===== src/rtl/mips_pkg.sv =====
// rtl/mips_pkg.sv - shared types and constants for the MIPS multiply/divide unit
package mips_pkg;

  localparam int MULDIV_WIDTH = 32;
  localparam logic [31:0] DIV_ZERO_QUOTIENT = 32'hFFFF_FFFF;

  typedef enum logic [1:0] {
    MULTU = 2'b00,
    MULT  = 2'b01,
    DIVU  = 2'b10,
    DIV   = 2'b11
  } muldiv_op_t;

  typedef enum logic [2:0] {
    IDLE,
    PREP,
    RUN,
    FIX,
    DONE
  } muldiv_state_t;

endpackage


===== src/rtl/muldiv_step.sv =====
// rtl/muldiv_step.sv - one radix-2 iteration: shift-add multiply or restoring divide
module muldiv_step #(
  parameter int WIDTH = 32
) (
  input  logic               is_div,
  input  logic [2*WIDTH-1:0] acc,
  input  logic [WIDTH-1:0]   operand,
  output logic [2*WIDTH-1:0] acc_next
);

  logic [WIDTH:0] sum;
  logic [WIDTH:0] rem_shifted;
  logic [WIDTH:0] diff;

  always_comb begin
    sum         = {1'b0, acc[2*WIDTH-1:WIDTH]} + (acc[0] ? {1'b0, operand} : {(WIDTH+1){1'b0}});
    // Remainder is below the divisor, so after the shift it needs one extra bit.
    rem_shifted = acc[2*WIDTH-1:WIDTH-1];
    diff        = rem_shifted - {1'b0, operand};
    if (!is_div) begin
      acc_next = {sum, acc[WIDTH-1:1]};
    end else if (!diff[WIDTH]) begin
      acc_next = {diff[WIDTH-1:0], acc[WIDTH-2:0], 1'b1};
    end else begin
      acc_next = {rem_shifted[WIDTH-1:0], acc[WIDTH-2:0], 1'b0};
    end
  end

endmodule


===== src/rtl/mult_div_unit.sv =====
// rtl/mult_div_unit.sv - iterative MULT/MULTU/DIV/DIVU engine owning the HI/LO registers
module mult_div_unit
  import mips_pkg::*;
#(
  parameter int WIDTH      = MULDIV_WIDTH,
  parameter int ITERATIONS = WIDTH
) (
  input  logic             clock,
  input  logic             reset,
  input  logic             start,
  input  logic [1:0]       op,
  input  logic [WIDTH-1:0] data_in_0,
  input  logic [WIDTH-1:0] data_in_1,
  input  logic             hi_we,
  input  logic             lo_we,
  input  logic [WIDTH-1:0] wdata,
  output logic             busy,
  output logic             done,
  output logic             div_by_zero,
  output logic [WIDTH-1:0] hi,
  output logic [WIDTH-1:0] lo
);

  localparam int CW = $clog2(ITERATIONS + 1);

  muldiv_state_t      state, state_next;
  muldiv_op_t         op_q;
  logic [WIDTH-1:0]   a_q, b_q, mag_a, mag_b, operand;
  logic [2*WIDTH-1:0] acc, acc_next;
  logic [CW-1:0]      count;
  logic               sign_a, sign_b, dz_q;
  logic               is_div, signed_op, divisor_zero;

  assign is_div       = op_q[1];
  assign signed_op    = op_q[0];
  assign divisor_zero = (b_q == '0);
  assign mag_a        = (signed_op && a_q[WIDTH-1]) ? -a_q : a_q;
  assign mag_b        = (signed_op && b_q[WIDTH-1]) ? -b_q : b_q;

  muldiv_step #(.WIDTH(WIDTH)) u_step (
    .is_div   (is_div),
    .acc      (acc),
    .operand  (operand),
    .acc_next (acc_next)
  );

  always_ff @(posedge clock) begin
    if (reset) state <= IDLE;
    else       state <= state_next;
  end

  always_comb begin
    state_next  = state;
    busy        = 1'b0;
    done        = 1'b0;
    div_by_zero = 1'b0;
    case (state)
      IDLE: if (start) state_next = PREP;
      PREP: begin
        busy       = 1'b1;
        state_next = (is_div && divisor_zero) ? DONE : RUN;
      end
      RUN: begin
        busy = 1'b1;
        if (count == CW'(ITERATIONS - 1)) state_next = FIX;
      end
      FIX: begin
        busy       = 1'b1;
        state_next = DONE;
      end
      DONE: begin
        done        = 1'b1;
        div_by_zero = dz_q;
        state_next  = IDLE;
      end
      default: state_next = IDLE;
    endcase
  end

  always_ff @(posedge clock) begin
    if (reset) begin
      hi      <= '0;
      lo      <= '0;
      op_q    <= MULTU;
      a_q     <= '0;
      b_q     <= '0;
      acc     <= '0;
      operand <= '0;
      count   <= '0;
      sign_a  <= 1'b0;
      sign_b  <= 1'b0;
      dz_q    <= 1'b0;
    end else begin
      case (state)
        IDLE: begin
          if (hi_we) hi <= wdata;
          if (lo_we) lo <= wdata;
          if (start) begin
            op_q <= muldiv_op_t'(op);
            a_q  <= data_in_0;
            b_q  <= data_in_1;
            dz_q <= 1'b0;
          end
        end
        PREP: begin
          sign_a <= signed_op & a_q[WIDTH-1];
          sign_b <= signed_op & b_q[WIDTH-1];
          count  <= '0;
          if (is_div) begin
            acc     <= {{WIDTH{1'b0}}, mag_a};
            operand <= mag_b;
            if (divisor_zero) begin
              hi   <= a_q;
              lo   <= '1;
              dz_q <= 1'b1;
            end
          end else begin
            acc     <= {{WIDTH{1'b0}}, mag_b};
            operand <= mag_a;
          end
        end
        RUN: begin
          acc   <= acc_next;
          count <= count + CW'(1);
        end
        FIX: begin
          // Quotient sign follows the operand signs; remainder follows the dividend.
          if (is_div) begin
            lo <= (sign_a ^ sign_b) ? -acc[WIDTH-1:0] : acc[WIDTH-1:0];
            hi <= sign_a ? -acc[2*WIDTH-1:WIDTH] : acc[2*WIDTH-1:WIDTH];
          end else begin
            {hi, lo} <= (sign_a ^ sign_b) ? -acc : acc;
          end
        end
        default: ;
      endcase
    end
  end

endmodule


===== config.mk =====
export PLATFORM = sky130hd
export DESIGN_NAME = mult_div_unit
export DESIGN_NICKNAME = d
export VERILOG_FILES = /design/src/rtl/mips_pkg.sv /design/src/rtl/muldiv_step.sv /design/src/rtl/mult_div_unit.sv
export SDC_FILE = /design/constraint.sdc
export NUM_CORES = 1
export LEC_CHECK = 0
export CAP_MARGIN = 20
export CORE_ASPECT_RATIO = 1.4
export CORE_MARGIN = 5
export CORE_UTILIZATION = 52
export DETAILED_ROUTE_END_ITERATION = 8
export HOLD_SLACK_MARGIN = 0.12
export PLACE_DENSITY = 0.73
export SLEW_MARGIN = 20
export SYNTH_ARGS = -nofsm -noshare
export SYNTH_HDL_FRONTEND = slang
export SYNTH_SLANG_ARGS = --single-unit

===== constraint.sdc =====
create_clock -name clock -period 8.4 [get_ports clock]
set_input_delay 1.26 -clock clock [delete_from_list [all_inputs] [get_ports clock]]
set_output_delay 1.26 -clock clock [all_outputs]
set_load 0.02 [all_outputs]

# == Yosys cells after proc, flatten, opt, wreduce, memory -nomap -nowiden ==
# Index checks and enable logic that the tools add are counted.
# Widths: inputs -> output; s select.
# word_totals
regBits,238
inputBits,103
output_inout_bits,67
elab_cells,81
# op_classes
n_addsub,8
n_eq_ne,11
muxes,33
n_bitwise,3
reduce_logical,14
# op_table
op,count
$mux 32,15
$mux 64,3
$pmux 32 s3,2
$neg 32->32,4
$pmux 64 s2,1
$neg 64->64,1
$add 32x33->33,1
$sub 33x32->33,1
$logic_not 32->1,1
$ne 2x2->1 const B,6
$pmux 3 s4,1
$pmux 6 s2,1
$reduce_and 4->1,3
$mux 3,3
$add 6x1->6 const B,1
$eq 3x2->1 const B,2
$eq 6x5->1 const B,1
$mux 1,6
$reduce_and 2->1,2
$reduce_bool 2->1,2
$eq 3x1->1 const B,1
$eq 3x3->1 const B,1
$logic_and 1x1->1,3
$logic_not 3->1,1
5 further kinds,6

# == Depth between registers and ports, before layout ==
# logic_depth
depth_word,4
depth_mapped,14
depth_no_buf,13

# == Modules after synthesis ==
# Synthesis repeated with hierarchy kept, for this count alone.
# hier_totals
hier_cells,2334
hier_area_um2,17409.2
# by_module_without_submodules
module,n_inst,cells_per_inst,area_each_um2,seq_area_each_um2
mult_div_unit,1,1622,12579.6,4764.6
muldiv_step,1,712,4829.6,0.0

# == Worst setup path before layout ==
# No wires, ideal clock.
# synth_timing
path_kind,register -> register
startpoint,register acc[31]
endpoint,register acc[62]
setup_ns,0.122
arrival_ns,3.347
t_required_ns,8.278
path_slack_ns,4.931
path_stages_with_launch,14
path_buffers,1
period_less_slack_ns,3.469
path_cell_list,dfxtp_1 -> inv_1 -> ha_1 -> fa_1 -> nand2b_1 -> a21oi_1 -> o41ai_2 -> o31a_2 -> o41ai_4 -> o31a_1 -> buf_2 -> nand2_1 -> a31o_1 -> a221o_1
# synth_via
elab_chain_len,4
# synth_rtl
item,line_no,text
"start, declared",mult_div_unit.sv:29,"logic [2*WIDTH-1:0] acc, acc_next;"
"start signal, assigned",mult_div_unit.sv:110,"acc <= {{WIDTH{1'b0}}, mag_a};"
"start signal, assigned",mult_div_unit.sv:118,"acc <= {{WIDTH{1'b0}}, mag_b};"
"start signal, assigned",mult_div_unit.sv:123,acc <= acc_next;
$sub 33x32->33,muldiv_step.sv:19,"diff = rem_shifted - {1'b0, operand};"
$mux 64,muldiv_step.sv:22,end else if (!diff[WIDTH]) begin
$mux 64,muldiv_step.sv:20,if (!is_div) begin
$pmux 64 s2,mult_div_unit.sv:94,case (state)
# No other way between the ends.
# A chain may end at the register's enable or synchronous reset.

# == Worst setup path after layout ==
# layout_timing
startpoint,register acc[31]
endpoint,register acc[47]
# The elaborated chain is that of the path after synthesis.

==> metrics <==
Area Overhead vs Synth=15.67%; Syn Inst Count=2341; Final Net Count=2575; fin crit share=0.5479; CP required=8.81 ns; Initial Utilization=0.5235; Worst EP arrival=5.01 ns; global-route wire length before repair=102.7 mm; TritonCTS buffer count=26; gr ovfl total=0; vias in the first global route=17180; CP startpoint=acc[31]$_SDFFE_PP0P_; DP Area=19140 um2; status=completed; type of origin of the critical path=register; FF-to-FF Start=acc[31]$_SDFFE_PP0P_; Finished Core Util=0.6055; Die X=164.1 um; DR vias/cell=6.395; hold wc startpoint=lo[23]$_SDFFE_PP0P_; Synth warnings=0; Sink Count=238; Final setup viols=0; Clock transition at path regs=0.07 ns; critical path class=register to register; cts repair resizes=0; leakage power=7.853 nW; register bit total from synthesis=238; Antenna Violating Nets Remaining=0; FP Rows=79; vias after detailed routing=18330; Post-synth EDFFs=0; clock skew=0.02575 ns; Bufs on Longest Clock Path=3; worst-margin pin slew=1.230 ns; port bufs=169; Finished Cell Area=19990 um2; final WL=68.95 mm; worst hold path type=register to register; Avg Synthesized Cell Area=7.383 um2; Global Route Usage Sum=0.3572; die height=225.7 um; CTS hold repair buffers=0; core area=33010 um2; Final min period=4.602 ns; worst-skew pair later-pin latency=0.58 ns; largest cells by area after synthesis=dfxtp_1 (28%), a21oi_1 (7.8%), nand2_1 (7.2%); 1st-pass router iterations=6; maximum net fanout on the critical path=17; RD Place Congestion=1.015; Peak Freq=217.3 MHz; Yosys top cell by area=dfxtp_1; Crit. End Element=register; commonest cells in the netlist=nand2_1 (332), a21oi_1 (268), dfxtp_1 (238); met2 global-route usage=0.6095; met1 Use GR=0.4129; sequential cell area fraction in the yosys report=0.2757; asr flop ratio synth=0; most common cell in the netlist=nand2_1; Global Route met3 Usage=0.05039; Max-slew headroom=0.1694; MaxCap Viol Count=0; # H-tree levels=1; Final Max Tran Viols=0; Mapped Nets=2515; Distinct cells, synth=86; TNS Setup=0 ns; top_reg_cell synth=dfxtp_1; Detailed Route Iter0 Violations=1911; share of layout cells above drive strength 1=0.05041; CTS tree=done; pwr/cell area=177.5 nW/um2; Post-Syn Area=17280 um2; peak supply drop=0.1545 mV; RSZ-0062 raised after global routing=no; post-CTS setup buffers=0; post-synth top area share=0.2757; Final Hold Vio Count=0; IO Pins=170; DRC=0; detailed-placement wirelength estimate=52.06 mm; drt wl/cell=24.06 um; antenna violations before repair=1; CTS root buffer=clkbuf_16; GRT busiest layer=met2; largest net degree at the start of global routing=100; Die ar.=37030 um2
==> power breakdown <==
| group | internal [W] | switching, W | total (W) |
|---|---|---|---|
| clock network | 0.000651 | 0.000518 | 0.00117 |
| registers | 0.00120 | 0.0000991 | 0.00130 |
| logic | 0.000404 | 0.000675 | 0.00108 |
| total | 0.00226 | 0.00129 | 0.00355 |
==> state kept, by name, summed over array words and instances, names as in the netlist <==
name and flops:
count 6, hi 32, acc 64, sign_b 1, operand 32, b_q 32
a_q 32, state 3, dz_q 1, sign_a 1, op_q 2, lo 32
==> cell type report <==
type / instances / area [um2]
repair buffers: 197 / 1903
clock inverters: 10 / 65.06
diodes: 1 / 2.502
well taps: 445 / 556.8
clock buffers: 37 / 784.5
multi-input cells: 1872 / 11660
inverters: 66 / 247.7
flip-flops and latches: 238 / 4770
fillers: 3167 / 13020
==> through the flow <==
stage                     worst slack, ns  total power, W  hold WS (ns)  std cells
after floorplan                     4.931        0.002003        0.4319       2341
after global placement              3.815        0.002367        0.4387       2818
after detailed placement            3.897        0.002378        0.4430       2818
after CTS                           3.854        0.003530        0.4522       2865
after global routing                3.681        0.003672        0.4625       2865
final                               3.798        0.003549        0.4507       2866
==> cells in the final DEF (no fill, tap or decap), drive strengths merged, types with 66 or more instances in the layout <==
| master | instances |
|---|---|
| xnor2 | 78 |
| clkdlybuf4s50 | 168 |
| o21ai | 138 |
| nor2 | 231 |
| nand2 | 332 |
| xor2 | 87 |
| ha | 69 |
| a21oi | 269 |
| inv | 66 |
| dfxtp | 238 |
| mux2i | 69 |
==> cell families after synthesis <==
family | synth area share
compound gates | 0.2770
flops | 0.2757
xor+xnor | 0.08362
mux | 0.04061
fa+ha+maj | 0.05227
simple gates | 0.2183
buf+inv | 0.05249
==> final timing paths <==
| check | end | slack [ns] | depth (start not counted) |
|---|---|---|---|
| setup reg to reg | acc[47]$_SDFFE_PP0P_ | 3.80 | 13 |
| setup / recovery | acc[47]$_SDFFE_PP0P_ | 3.80 | 13 |
| hold reg to reg | lo[23]$_SDFFE_PP0P_ | 0.45 | 2 |
| hold / removal | lo[23]$_SDFFE_PP0P_ | 0.45 | 2 |
==> metal layers <==
layer / part of all wire / vias to the layer above
li1: - / 8531
met1: 0.37 / 8634
met2: 0.48 / 925
met3: 0.070 / 235
met4: 0.078 / 2
met5: 0.00022 / -
==> worst max-delay path: stages, from the launching register on <==
cell,delay [ns]
dfxtp_1,0.49
inv_1,0.08
ha_1,0.22
fa_1,0.41
nand2b_1,0.22
a21oi_1,0.26
o41ai_2,0.18
o31a_2,0.41
o41ai_4,0.57
a311oi_2,0.39
nand2_1,0.40
buf_4,0.41
mux2i_1,0.24
o221ai_1,0.13
(Power assumes the default switching activity.)
